### config.mk
export PLATFORM = sky130hd
export DESIGN_NAME = input_acc_mc
export DESIGN_NICKNAME = d
export VERILOG_FILES = /design/src/rtl/input_acc_mc.sv
export SDC_FILE = /design/constraint.sdc
export NUM_CORES = 1
export LEC_CHECK = 0
export ABC_AREA = 0
export BUFFER_PORTS_ARGS = -buffer_cell sky130_fd_sc_hd__buf_4
export CAP_MARGIN = 30
export CORE_MARGIN = 2
export CORE_UTILIZATION = 57
export DETAILED_ROUTE_END_ITERATION = 6
export PLACE_DENSITY = 0.8
export REMOVE_ABC_BUFFERS = 1
export SLEW_MARGIN = 20
export SYNTH_ARGS = -nofsm -noshare
export SYNTH_HDL_FRONTEND = slang
export SYNTH_SLANG_ARGS = --single-unit
### constraint.sdc
create_clock -name clk -period 2.4 [get_ports clk]
set_input_delay 0.48 -clock clk [delete_from_list [all_inputs] [get_ports clk]]
set_output_delay 0.48 -clock clk [all_outputs]
set_load 0.05 [all_outputs]
### src/rtl/input_acc_mc.sv
// Multi-lane input accumulator FIFO with host/network write arbitration,
// one-cycle registered pop and an optional per-lane systolic output stagger.
module input_acc_mc #(
    parameter int unsigned DATA_W = 16,
    parameter int unsigned DEPTH  = 4,
    parameter int unsigned LANES  = 2
) (
    input  logic                                 clk,
    input  logic                                 rst_n,
    input  logic [LANES-1:0]                     host_valid_in,
    input  logic [LANES*DATA_W-1:0]              host_data_in,
    input  logic [LANES-1:0]                     nn_valid_in,
    input  logic [LANES*DATA_W-1:0]              nn_data_in,
    input  logic                                 rd_valid_in,
    input  logic                                 skew_en_in,
    input  logic                                 clear_in,
    input  logic                                 err_clr_in,
    output logic [LANES-1:0]                     valid_out,
    output logic [LANES*DATA_W-1:0]              data_out,
    output logic [LANES*$clog2(DEPTH+1)-1:0]     count_out,
    output logic [LANES-1:0]                     full_out,
    output logic [LANES-1:0]                     empty_out,
    output logic                                 ovf_err_out,
    output logic                                 udf_err_out,
    output logic                                 drop_err_out
);

    localparam int unsigned CW = $clog2(DEPTH + 1);
    localparam int unsigned PW = $clog2(DEPTH);

    logic [LANES-1:0] ovf_ev;
    logic [LANES-1:0] udf_ev;
    logic [LANES-1:0] drop_ev;

    for (genvar i = 0; i < LANES; i++) begin : g_lane
        logic [DATA_W-1:0] mem [DEPTH];
        logic [PW-1:0]     wr_ptr;
        logic [PW-1:0]     rd_ptr;
        logic [CW-1:0]     cnt;
        logic              pop_vld;
        logic [DATA_W-1:0] pop_data;

        logic [DATA_W-1:0] host_d;
        logic [DATA_W-1:0] nn_d;
        logic [DATA_W-1:0] wr_data_c;
        logic              pop_c;
        logic              wr_req_c;
        logic              wr_acc_c;
        logic [PW-1:0]     wr_ptr_nxt_c;
        logic [PW-1:0]     rd_ptr_nxt_c;

        assign host_d    = host_data_in[i*DATA_W +: DATA_W];
        assign nn_d      = nn_data_in[i*DATA_W +: DATA_W];
        // network feedback wins the write port over the host
        assign wr_data_c = nn_valid_in[i] ? nn_d : host_d;
        assign wr_req_c  = nn_valid_in[i] | host_valid_in[i];
        assign pop_c     = rd_valid_in & (cnt != '0) & ~clear_in;
        // a full lane still takes a write when it pops in the same cycle
        assign wr_acc_c  = wr_req_c & ~clear_in & ((cnt < CW'(DEPTH)) | pop_c);

        assign wr_ptr_nxt_c = (wr_ptr == PW'(DEPTH - 1)) ? '0 : wr_ptr + PW'(1);
        assign rd_ptr_nxt_c = (rd_ptr == PW'(DEPTH - 1)) ? '0 : rd_ptr + PW'(1);

        assign ovf_ev[i]  = wr_req_c & ~clear_in & ~wr_acc_c;
        assign udf_ev[i]  = rd_valid_in & (cnt == '0) & ~clear_in;
        assign drop_ev[i] = nn_valid_in[i] & host_valid_in[i] & ~clear_in;

        assign count_out[i*CW +: CW] = cnt;
        assign full_out[i]           = (cnt == CW'(DEPTH));
        assign empty_out[i]          = (cnt == '0);

        // storage array, written only on accepted writes; contents not reset
        always_ff @(posedge clk) begin
            if (wr_acc_c) begin
                mem[wr_ptr] <= wr_data_c;
            end
        end

        // pointers, occupancy and the registered pop stage
        always_ff @(posedge clk or negedge rst_n) begin
            if (!rst_n) begin
                wr_ptr   <= '0;
                rd_ptr   <= '0;
                cnt      <= '0;
                pop_vld  <= 1'b0;
                pop_data <= '0;
            end else if (clear_in) begin
                wr_ptr   <= '0;
                rd_ptr   <= '0;
                cnt      <= '0;
                pop_vld  <= 1'b0;
                pop_data <= '0;
            end else begin
                if (wr_acc_c) begin
                    wr_ptr <= wr_ptr_nxt_c;
                end
                if (pop_c) begin
                    rd_ptr   <= rd_ptr_nxt_c;
                    pop_data <= mem[rd_ptr];
                end
                pop_vld <= pop_c;
                case ({wr_acc_c, pop_c})
                    2'b10:   cnt <= cnt + CW'(1);
                    2'b01:   cnt <= cnt - CW'(1);
                    default: cnt <= cnt;
                endcase
            end
        end

        if (i == 0) begin : g_noskew
            assign valid_out[i]                = pop_vld;
            assign data_out[i*DATA_W +: DATA_W] = pop_data;
        end else begin : g_skew
            logic              sk_vld  [i];
            logic [DATA_W-1:0] sk_data [i];

            // stagger pipe of depth i, advancing every cycle
            always_ff @(posedge clk or negedge rst_n) begin
                if (!rst_n) begin
                    for (int k = 0; k < i; k++) begin
                        sk_vld[k]  <= 1'b0;
                        sk_data[k] <= '0;
                    end
                end else if (clear_in) begin
                    for (int k = 0; k < i; k++) begin
                        sk_vld[k]  <= 1'b0;
                        sk_data[k] <= '0;
                    end
                end else begin
                    for (int k = i - 1; k > 0; k--) begin
                        sk_vld[k]  <= sk_vld[k-1];
                        sk_data[k] <= sk_data[k-1];
                    end
                    sk_vld[0]  <= pop_vld;
                    sk_data[0] <= pop_data;
                end
            end

            assign valid_out[i]                 = skew_en_in ? sk_vld[i-1]  : pop_vld;
            assign data_out[i*DATA_W +: DATA_W] = skew_en_in ? sk_data[i-1] : pop_data;
        end
    end

    // sticky error flags; a new event beats a same-cycle clear
    always_ff @(posedge clk or negedge rst_n) begin
        if (!rst_n) begin
            ovf_err_out  <= 1'b0;
            udf_err_out  <= 1'b0;
            drop_err_out <= 1'b0;
        end else begin
            ovf_err_out  <= (ovf_err_out  & ~err_clr_in) | (|ovf_ev);
            udf_err_out  <= (udf_err_out  & ~err_clr_in) | (|udf_ev);
            drop_err_out <= (drop_err_out & ~err_clr_in) | (|drop_ev);
        end
    end

endmodule

==> flow_summary.ini <==
[outcome]
status = completed

[critical_path]
cp.required_ns = 2.74
end_kind = register
crit_type = register to register
r2r_slack_ns = 0.24
startpoint_type = register
crit_arrival_ns = 2.50
crit_fanout = 12

[route]
antenna_left = 0
via_per_inst = 5.70
routed_wl_mm = 16.2
dr.pass1.iters = 4
vias = 4652
drt_iter0_markers = 341
drc_errors = 0
post_drt_wl_per_cell_um = 19.8

[sta]
post-route-period-util = 0.900
drv_slew = 0
period_minus_slack_ns = 2.16
timing_hold_violations_final = 0
worst_pin_slew_ns = 0.848
finalClockSkew_ns = 0.00877
rsz0062_at_grt = false
fmax_mhz = 463
fin_tns_setup_ns = 0
slew_headroom = 0.434
setup_viol = 0

[floorplanning]
die_x_um = 125
die-area_um2 = 15600
num_rows = 44
io_pins = 121
core-area_um2 = 14400
die_h_um = 125
start_util = 0.578

[grt]
grt_pass1_wl_mm = 26.5
grt_pass1_vias = 5050
grt_start_max_net_pins = 69
grt_overflow = 0
antenna_found_initial = 0
grt_use_total = 0.222

[cts]
cts.sinks = 196
clkSlewWorstSetupHoldPaths_ns = 0.06
clockBufferDepth = 2
root_buffer = clkbuf_16
worstSkewPairLatency_ns = 0.43
ctsResizeCount = 0
post-cts-setup-buffers = 0
cts_buffers = 17
htreeDepth = 4
cts_tree = done

[pwr]
p_leak_nw = 3.92
sequentialPowerShare = 0.455
swShare = 0.309
power.switching_mw = 2.99
comb_power_share = 0.266
power_density_nw_per_um2 = 969
clockPowerShare = 0.279
peakVddDrop_uv = 974
p_int_mw = 6.67

[yosys]
synth-seq-area-share = 0.665
netlist_area_um2 = 8340
avgSynthCellArea_um2 = 16.8
async_reset_ff_frac = 0.347
synth_edf_count = 128
ys_warn_count = 0
synthCells = 495
synth_cell_types = 51
ys_ff_latch = 196
synth_top_flop_cell = edfxtp_1

[worst_hold_path]
hp-class = input port to register

[flow_run]
maxCapViolCount = 0

[finish]
layout_commonest_cell = buf_4
diodes = 0
fin_nets = 703
layout-drive-gt1-share = 0.408
fillCellCount = 957
syn2layout_area_growth_pct = 19.5
stdcell_count = 816
layout_common_cells = 132 x buf_4, 128 x edfxtp_1, 68 x dfrtp_1

[placed_design]
place_congestion = 0.816
hpwlAfterDp_mm = 10.9
portBuffers = 120
placed_cells_incl_taps = 782
## critical path: stages, from the launching register on
cell and delay (ns):
dfrtp_1 0.49, or3_4 0.46, clkinv_4 0.08, nor3_2 0.05, fa_1 0.40, o41a_1 0.42
a31oi_1 0.16
## power by group through the flow
| stage | Clock, mW | Sequential (mW) | Combinational (mW) |
|---|---|---|---|
| floorplan | 0 | 4.73 | 1.41 |
| global placement | 0 | 4.42 | 2.49 |
| detailed placement | 0 | 4.47 | 2.56 |
| CTS | 2.74 | 4.40 | 2.58 |
| global route | 2.88 | 4.45 | 2.74 |
| finish | 2.69 | 4.39 | 2.56 |
## Yosys cell counts, types with 2 or more instances
master | n | area, um^2
a21oi_1 | 5 | 25.0
a22o_1 | 16 | 140
and2_1 | 9 | 56.3
buf_2 | 13 | 65.1
buf_4 | 2 | 15.0
buf_6 | 8 | 90.1
clkbuf_1 | 6 | 22.5
dfrtp_1 | 68 | 1700
edfxtp_1 | 128 | 3840
fa_1 | 2 | 40.0
ha_1 | 8 | 100
inv_1 | 7 | 26.3
mux2_2 | 50 | 563
mux4_1 | 8 | 210
mux4_2 | 24 | 541
nand2_1 | 22 | 82.6
nand2b_1 | 16 | 100
nand3_1 | 2 | 10.0
nor2_1 | 17 | 63.8
nor2_4 | 3 | 33.8
nor2b_1 | 18 | 113
nor3_1 | 7 | 35.0
nor3_2 | 2 | 20.0
o21ai_0 | 3 | 15.0
o21ai_1 | 7 | 35.0
o21ai_2 | 10 | 87.6
o2bb2ai_1 | 2 | 17.5
o32ai_1 | 2 | 17.5
or2_1 | 3 | 18.8
xnor2_1 | 4 | 35.0
xor2_1 | 3 | 26.3
## per-stage QoR
step / hold slack (ns) / utilization / cell area, um^2 / power [mW] / setup slack (ns)
floorplan: 0.184 / - / 8140 / 6.14 / -0.162
global placement: 0.465 / 0.649 / 9370 / 6.91 / 0.292
detailed placement: 0.468 / 0.649 / 9370 / 7.03 / 0.218
CTS: 0.193 / 0.688 / 9930 / 9.72 / 0.243
global route: 0.347 / 0.691 / 9960 / 10.1 / 0.153
finish: 0.338 / 0.691 / 9960 / 9.65 / 0.241
## state kept, by name, summed over array words and instances (netlist names)
signal / flops
g_lane.rd_ptr: 4
g_lane.wr_ptr: 4
udf_err_out: 1
g_lane.g_skew.sk_data: 16
g_lane.pop_data: 32
g_lane.mem: 128
drop_err_out: 1
g_lane.pop_vld: 2
g_lane.g_skew.sk_vld: 1
ovf_err_out: 1
g_lane.cnt: 6
## logic make-up (layout without fill, tap and decap cells)
group                      count (synthesis)  after routing  share of synthesized area
muxes                                     83             83                      0.159
DFF                                      196            196                      0.665
buffers and inverters                     37            174                     0.0273
and+or+nand+nor                          105            105                     0.0713
AOI/OAI and AO/OA                         57             57                     0.0533
adders and majority gates                 10             10                     0.0168
xor gates and xnor gates                   7              7                    0.00735
## metal layers
layer	wire length, um	GRT usage
met5	0	0
met4	308	0.0941
met3	796	0.0377
met2	8340	0.367
met1	6760	0.297
## worst paths after layout
path | from | cells past startpoint | endpoint
worst max-delay path | g_lane[0].cnt[2]$_DFFE_PN0P_ | 6 | g_lane[0].cnt[2]$_DFFE_PN0P_
worst min register to register | ovf_err_out$_DFF_PN0_ | 1 | ovf_err_out$_DFF_PN0_
worst min-delay path | err_clr_in | 3 | udf_err_out$_DFF_PN0_
min in group asynchronous | rst_n | 2 | g_lane[0].pop_data[12]$_DFFE_PN0P_
worst max register to register | g_lane[0].cnt[2]$_DFFE_PN0P_ | 6 | g_lane[0].cnt[2]$_DFFE_PN0P_
max in group asynchronous | rst_n | 3 | g_lane[1].g_skew.sk_data[14]$_DFF_PN0_
## what timing repair did
| action | 4_1_cts | 5_1_grt |
|---|---|---|
| endpoints found under the hold margin | 0 | 24 |
| hold buffers | 0 | 1 |
| setup endpoints to repair | 0 | 0 |
## final cells by class
cell class	count	area (um^2)	share of cell area
multi-input cells	262	2560	0.257
inverters	8	35.0	0.00352
repair buffers	134	1020	0.102
well taps	184	230	0.0231
flip-flops and latches	196	5550	0.557
clock buffers	23	488	0.0490
clock inverters	9	77.6	0.00779
Note: power is estimated with default switching activity, not from simulation.
